[src/rtl/load_store_unit.sv]
// Purpose : memory stage for LOAD/STORE; runs one req/ack data-memory transaction at a time.
// Latency : start -> done = 2 cycles + ack wait cycles; decode fault 1 cycle after start.
// Backpr. : core stalls while busy=1; start is ignored (not queued) until IDLE.
//
// Ports:
//   clk, rst                  clock, synchronous active-high reset
//   start, is_store, funct3   launch a transaction (sampled only in IDLE)
//   addr, store_data          effective address from ALU, rs2 value
//   busy, done, fault         status; done/fault are one-cycle pulses
//   load_data                 extended load result, valid with done, held until next done
//   mem_req/we/addr/wdata/wstrb, mem_rdata, mem_ack   data-memory bus
//
// Build option: define LSU_MISALIGN_TRAP_EN to fault on misaligned half/word accesses;
// when undefined the low address bits below the access size are ignored.

module load_store_unit #(
  parameter int unsigned ACK_TIMEOUT = 255  // 0 disables the ack timeout
) (
  input  logic        clk,
  input  logic        rst,
  input  logic        start,
  input  logic        is_store,
  input  logic [2:0]  funct3,
  input  logic [31:0] addr,
  input  logic [31:0] store_data,
  output logic        busy,
  output logic        done,
  output logic        fault,
  output logic [31:0] load_data,
  output logic        mem_req,
  output logic        mem_we,
  output logic [31:0] mem_addr,
  output logic [31:0] mem_wdata,
  output logic [3:0]  mem_wstrb,
  input  logic [31:0] mem_rdata,
  input  logic        mem_ack
);

  localparam int unsigned CW = (ACK_TIMEOUT > 1) ? $clog2(ACK_TIMEOUT + 1) : 1;
  localparam logic [CW-1:0] TO_VAL = CW'(ACK_TIMEOUT);

  typedef enum logic [1:0] {
    S_IDLE = 2'd0,
    S_REQ  = 2'd1,
    S_RESP = 2'd2,
    S_ERR  = 2'd3
  } state_e;

  state_e      state_q, state_d;
  logic [CW-1:0] cnt_q, cnt_d;
  logic        store_q;
  logic [2:0]  f3_q;
  logic [1:0]  lsb_q;
  logic [31:0] addr_q;
  logic [31:0] wdata_q;
  logic [3:0]  wstrb_q;
  logic [31:0] load_data_q;

  logic        latch_en;
  logic        capture_en;

  // ---------------------------------------------------------------------------
  // Request decode (from the live inputs, used only when start is taken in IDLE)
  // ---------------------------------------------------------------------------
  logic        f3_legal;
  logic        misalign;
  logic        dec_ok;
  logic [3:0]  strb_calc;
  logic [31:0] wdata_calc;

  always_comb begin
    f3_legal = 1'b0;
    if (is_store) begin
      f3_legal = (funct3 == 3'b000) || (funct3 == 3'b001) || (funct3 == 3'b010);
    end else begin
      f3_legal = (funct3 == 3'b000) || (funct3 == 3'b001) || (funct3 == 3'b010) ||
                 (funct3 == 3'b100) || (funct3 == 3'b101);
    end
  end

`ifdef LSU_MISALIGN_TRAP_EN
  // funct3[1:0] encodes the access size for both loads and stores (00 B, 01 H, 10 W).
  assign misalign = ((funct3[1:0] == 2'b01) && addr[0]) ||
                    ((funct3[1:0] == 2'b10) && (addr[1:0] != 2'b00));
`else
  assign misalign = 1'b0;
`endif

  assign dec_ok = f3_legal && !misalign;

  // Store data is replicated across every lane so the strobes alone pick the bytes.
  always_comb begin
    strb_calc  = 4'b1111;
    wdata_calc = store_data;
    case (funct3[1:0])
      2'b00: begin
        strb_calc  = 4'b0001 << addr[1:0];
        wdata_calc = {4{store_data[7:0]}};
      end
      2'b01: begin
        strb_calc  = addr[1] ? 4'b1100 : 4'b0011;
        wdata_calc = {2{store_data[15:0]}};
      end
      default: begin
        strb_calc  = 4'b1111;
        wdata_calc = store_data;
      end
    endcase
  end

  // ---------------------------------------------------------------------------
  // Load extraction from the returning bus word, using the latched request
  // ---------------------------------------------------------------------------
  logic [7:0]  rd_byte;
  logic [15:0] rd_half;
  logic [31:0] ld_ext;

  assign rd_byte = mem_rdata[{lsb_q, 3'b000} +: 8];
  assign rd_half = mem_rdata[{lsb_q[1], 4'b0000} +: 16];

  always_comb begin
    ld_ext = mem_rdata;
    case (f3_q)
      3'b000:  ld_ext = {{24{rd_byte[7]}}, rd_byte};
      3'b001:  ld_ext = {{16{rd_half[15]}}, rd_half};
      3'b100:  ld_ext = {24'h000000, rd_byte};
      3'b101:  ld_ext = {16'h0000, rd_half};
      default: ld_ext = mem_rdata;
    endcase
  end

  // ---------------------------------------------------------------------------
  // FSM
  // ---------------------------------------------------------------------------
  always_comb begin
    state_d    = state_q;
    cnt_d      = cnt_q;
    latch_en   = 1'b0;
    capture_en = 1'b0;
    case (state_q)
      S_IDLE: begin
        if (start) begin
          if (dec_ok) begin
            state_d  = S_REQ;
            latch_en = 1'b1;
            cnt_d    = '0;
          end else begin
            state_d = S_ERR;
          end
        end
      end
      S_REQ: begin
        if (mem_ack) begin
          state_d    = S_RESP;
          capture_en = !store_q;
          cnt_d      = '0;
        end else if ((ACK_TIMEOUT != 0) && (cnt_q + CW'(1) == TO_VAL)) begin
          // Giving up here drops mem_req; any later ack arrives in IDLE and is ignored.
          state_d = S_ERR;
          cnt_d   = '0;
        end else begin
          cnt_d = cnt_q + CW'(1);
        end
      end
      S_RESP:  state_d = S_IDLE;
      S_ERR:   state_d = S_IDLE;
      default: state_d = S_IDLE;
    endcase
  end

  always_ff @(posedge clk) begin
    if (rst) begin
      state_q     <= S_IDLE;
      cnt_q       <= '0;
      store_q     <= 1'b0;
      f3_q        <= 3'b000;
      lsb_q       <= 2'b00;
      addr_q      <= 32'h0;
      wdata_q     <= 32'h0;
      wstrb_q     <= 4'b0000;
      load_data_q <= 32'h0;
    end else begin
      state_q <= state_d;
      cnt_q   <= cnt_d;
      if (latch_en) begin
        store_q <= is_store;
        f3_q    <= funct3;
        lsb_q   <= addr[1:0];
        addr_q  <= {addr[31:2], 2'b00};
        wdata_q <= wdata_calc;
        wstrb_q <= is_store ? strb_calc : 4'b0000;
      end
      // Captured on the ack edge so the value is already visible in the RESP cycle with done.
      if (capture_en) begin
        load_data_q <= ld_ext;
      end
    end
  end

  assign busy      = (state_q != S_IDLE);
  assign done      = (state_q == S_RESP);
  assign fault     = (state_q == S_ERR);
  assign mem_req   = (state_q == S_REQ);
  assign mem_we    = (state_q == S_REQ) && store_q;
  assign mem_addr  = addr_q;
  assign mem_wdata = wdata_q;
  assign mem_wstrb = wstrb_q;
  assign load_data = load_data_q;

endmodule

[config.mk]
export PLATFORM = sky130hd
export DESIGN_NAME = load_store_unit
export DESIGN_NICKNAME = d
export VERILOG_FILES = /design/src/rtl/load_store_unit.sv
export SDC_FILE = /design/constraint.sdc
export NUM_CORES = 1
export LEC_CHECK = 0
export BUFFER_PORTS_ARGS = -buffer_cell sky130_fd_sc_hd__buf_2
export CAP_MARGIN = 20
export CORE_MARGIN = 3
export CORE_UTILIZATION = 36
export CTS_CLUSTER_SIZE = 14
export DETAILED_ROUTE_END_ITERATION = 7
export SYNTH_ARGS = -nofsm -noshare
export SYNTH_HDL_FRONTEND = slang
export SYNTH_SLANG_ARGS = --single-unit
[constraint.sdc]
create_clock -name clk -period 4.95 [get_ports clk]
set_input_delay 0.495 -clock clk [delete_from_list [all_inputs] [get_ports clk]]
set_output_delay 0.495 -clock clk [all_outputs]
set_load 0.05 [all_outputs]
; ---- Word level (Yosys, flattened, before mapping)
; Index checks and enable logic that the tools add are counted.
[word_totals]
register_bits = 114
input_bits = 104
out_inout_bits = 105
word_cells = 64
[op_classes]
n_addsub = 1
eq_ne = 15
n_shift = 3
n_mux = 21
n_reduce_logical = 15
[ops]
columns = op, count
row1 = $pmux 32 s4, 1
row2 = $pmux 32 s2, 1
row3 = $mux 8, 4
row4 = $shiftx 32x6->16, 1
row5 = $shiftx 32x6->8, 1
row6 = $pmux 8 s2, 1
row7 = $eq 3x3->1 const B, 4
row8 = $add 8x1->8 const B, 1
row9 = $eq 8x8->1 const B, 1
row10 = $mux 2, 4
row11 = $mux 4, 2
row12 = $pmux 4 s2, 1
row13 = $eq 3x1->1 const B, 2
row14 = $logic_not 3->1, 2
row15 = $mux 1, 6
row16 = $pmux 2 s3, 1
row17 = $eq 2x1->1 const B, 2
row18 = $eq 2x2->1 const B, 2
row19 = $logic_not 2->1, 2
row20 = $logic_or 1x1->1, 4
row21 = $ne 2x2->1 const B, 2
row22 = $reduce_bool 2->1, 2
row23 = $shl 1x2->4 const A, 1
row24 = $eq 3x2->1 const B, 1
row25 = 6 further kinds, 6

; ---- Logic depth before layout (Yosys ltp)
[logic_depth]
depth_word = 9
ltp_mapped = 7

; ---- Least setup slack after synthesis
; OpenSTA, ideal clock, no wires.
[synth_path]
path_kind = register -> output
start = register state_q[0]
end = output port mem_we
arrival_ps = 1449
required_ps = 4455
path_slack_ps = 3006
stages_incl_launch_ff = 3
n_path_buf = 0
path_cell_list = dfxtp_1 -> nor2b_2 -> and2_1
[synth_via]
elab_chain_cells = 2
[synth_lines]
columns = item, line
row1 = start: declaration, 49  ; state_e state_q, state_d;
row2 = start signal: assignment, 183  ; state_q <= state_d;
row3 = $eq 2x1->1, --
row4 = via mem_req, 30  ; output logic mem_req,
row5 = $logic_and 1x1->1, 204  ; assign mem_we = (state_q == S_REQ) && store_q;
row6 = end: declaration, 31  ; output logic mem_we,
; The timed path passes the listed nets, and every way through them passes these cells.

; ---- Worst setup path after layout
[layout_path]
start = input port funct3[1]
end = register addr_q[18], in the netlist mem_addr[18]
[layout_via]
elab_chain_cells = 9
[layout_lines]
columns = item, line
row1 = start: declaration, 23  ; input logic [2:0] funct3,
row2 = $eq 3x1->1 or $logic_not 3->1 (tied branches), "74, 76"
row3 = $logic_or 1x1->1 (2 in a row), "74, 76"
row4 = $logic_or 1x1->1, 76  ; f3_legal = (funct3 == 3'b000) || (funct3 == 3'b001) || (funct3 == 3'b010) ||
row5 = $logic_or 1x1->1, 77  ; (funct3 == 3'b100) || (funct3 == 3'b101);
row6 = $mux 1 (*), 73  ; if (is_store) begin
row7 = $mux 1 (*), 143  ; if (dec_ok) begin
row8 = $mux 1 (*), 142  ; if (start) begin
row9 = $mux 1 (*), 140  ; case (state_q)
row10 = end signal: assignment, 189  ; addr_q <= {addr[31:2], 2'b00};
row11 = end: declaration, 54  ; logic [31:0] addr_q;
; Mark *: on every way between the ends. The rest lies on a longest branch, timed or not.
; A chain may end at the register's enable or synchronous reset.

==> flow_summary.yaml <==
outcome:
  status: "finished, final reports clean"
clock_tree:
  cts_sinks: 114
  clock_latency_ns: 0.41
  cts_buffer_depth: 2
  cts_resized: 0
  post-cts-setup-buffer-count: 0
  cts_buffers: 17
  tritoncts: "done"
  cts_max_level: 4
  clockRootBuffer: "clkbuf_16"
  holdBufCountCts: 0
  clk_pin_slew_ns: 0.05
global_route:
  gr-usage-all-layers: 0.193
  grt_start_max_net_pins: 111
  gr-usage-met1: 0.243
  grt_util_met3: 0.0649
  grt_pass1_vias: 5035
  grt_pass1_wl_um: 25100
  antenna_found_initial: 1
  gr-usage-met2: 0.300
  grt-busiest-layer: "met2"
  grt-ovfl-total: 0
detailed_routing:
  via_per_inst: 5.14
  wire_per_inst_um: 15.6
  firstDrtPassIters: 5
  wl_um: 15800
  drcViolationCount: 0
  ant_nets: 0
  drt_iter0_markers: 381
  vias: 5203
floorplanning:
  die_w_um: 126
  initial_core_util: 0.371
  rows: 43
  die_h_um: 126
  core_um2: 14000
  io_pins: 209
  dieArea_um2: 15900
timing:
  finalHoldViolCount: 0
  drv_slew: 0
  slew_headroom: 0.313
  finalSetupViolCount: 0
  fin_skew_ns: 0.00505
  fin_hold_ws_ns: 0.316
  tightest_slew_ns: 1.03
  rsz0062_at_grt: "no"
  layout_worst_path_cycle_share: 0.520
  min_period_ns: 2.58
  fin_setup_tns_ns: 0
  max_freq_mhz: 388
setup_path:
  crit_type: "input pin to flop"
  r2r_start: "lsb_q[1]$_SDFFE_PP0P_"
  rr_endpoint: "load_data[22]$_SDFFE_PP0P_"
  critPathCaptureType: "flop"
  reg2reg_depth: 5
  critPathCapture: "mem_addr[18]$_SDFFE_PP0P_"
  start_kind: "input pin"
  crit_start: "funct3[1]"
  cp_max_fo: 56
  worstPathRequired_ns: 5.28
  cp.arrival_ns: 2.91
  r2r_setup_slack_ns: 2.38
synthesis:
  ys_types: 47
  yosysTopAreaCell: "dfxtp_1"
  yosysSeqAreaShare: 0.439
  synthCells: 640
  syn_avg_cell_area_um2: 8.12
  syn_area_um2: 5200
  async_reset_ff_frac: 0
  synth.area.top_cells: "dfxtp_1 (44%), nand2_1 (11%), a21oi_1 (6.6%)"
  yosysWarningCount: 0
  synth_edf_count: 0
  synth.top_cell.area_share: 0.439
  ys_ff_latch: 114
  ys.flop_type: "dfxtp_1"
finish:
  fin_nets: 925
  nFillCells: 1363
  layout-drive-gt1-share: 0.325
  final_util: 0.488
  syn2layout_area_growth_pct: 31.4
place:
  hpwl_um: 11100
  gp_congestion: 0.869
  port_buffers: 206
pwr:
  total_power_w: 0.00265
  ir_drop_mv: 0.215
  leakagePower_nw: 2.88
  powerDensity_nw_per_um2: 389
job:
  cap_viol_max_count: 0
worst_hold_path:
  hp-class: "input pin to flop"
cell usage after synthesis, types with 9 or more instances:
cell	n
dfxtp_1	114
a21oi_1	69
a211oi_2	10
nor2b_1	11
a211oi_1	22
nand2_1	157
nand3b_1	9
buf_2	15
mux2i_1	24
nor2_1	57
clkbuf_1	30
a311oi_1	9
o21ai_0	28
metrics by stage:
stage / instances / setup slack (ns) / area (um^2)
2_1_floorplan: 641 / 3.01 / 5200
3_3_place_gp: 979 / 2.03 / 6250
3_5_place_dp: 979 / 1.95 / 6250
4_1_cts: 1011 / 2.35 / 6800
5_1_grt: 1013 / 2.09 / 6830
6_report: 1013 / 2.37 / 6830
area by class of cell:
class,instances,area (um^2),share of cell area
repair buffers,210,1080,0.158
flip-flops and latches,114,2280,0.334
multi-input cells,470,2660,0.390
well taps,180,225,0.0330
clock buffers,19,443,0.0649
clock inverters,13,111,0.0163
diodes,1,2.50,0.000367
inverters,6,22.5,0.00330
sequential cells by signal, indices dropped and copies added (netlist names):
signal and cells:
load_data 32, cnt_q 8, mem_wstrb 4, lsb_q 2, state_q 2, mem_wdata 32, f3_q 3, mem_addr 30
store_q 1
report_power, final:
group	switching, W	leakage [nW]	internal [W]
sequential	0.0000353	0.929	0.000972
combinational	0.000366	1.69	0.000144
clock	0.000437	0.265	0.000700
worst max-delay path: stages:
cell and delay [ns]:
buf_2 0.55, a21oi_1 0.18, o21ai_0 0.46, or2_2 0.90, nand2_1 0.14, a21oi_1 0.18
kinds of logic after synthesis:
logic type | synth area share
buf+inv | 0.0498
compound gates | 0.216
xor+xnor | 0.00674
simple gates | 0.215
flops | 0.439
other cells | 0.000722
fa+ha+maj | 0.00482
mux | 0.0679
layout by cell type, fill, tap and decap left out, drive strengths merged, types with 5 or more instances in the layout:
cell type    n
a211oi      33
a21oi       69
a22oi        7
a311oi       9
buf        210
clkbuf      19
clkinv       6
dfxtp      114
inv          8
mux2         8
mux2i       24
nand2      157
nand3        5
nand3b      10
nor2        59
nor2b       12
nor3         6
o21ai       29
o221ai       7
worst min-delay path by stage:
stage / from / to / slack (ns) / depth (start not counted)
5_1_grt: addr[4] / mem_addr[4]$_SDFFE_PP0P_ / 0.32 / 3
3_3_place_gp: mem_wstrb[3]$_SDFFE_PP0P_ / mem_wstrb[3]$_SDFFE_PP0P_ / 0.44 / 2
2_1_floorplan: store_q$_SDFFE_PP0P_ / store_q$_SDFFE_PP0P_ / 0.45 / 2
6_report: addr[27] / mem_addr[27]$_SDFFE_PP0P_ / 0.32 / 3
4_1_cts: addr[27] / mem_addr[27]$_SDFFE_PP0P_ / 0.30 / 3
3_5_place_dp: mem_wstrb[0]$_SDFFE_PP0P_ / mem_wstrb[0]$_SDFFE_PP0P_ / 0.44 / 2
metal layers:
layer  part of all wire  routed length [um]  up-vias
met1               0.43                6760     2395
li1                   -                   -     2563
met2               0.45                7140      215
met4              0.026                 418        0
met5                  0                   0        -
met3              0.096                1520       30
(Power assumes the default switching activity.)
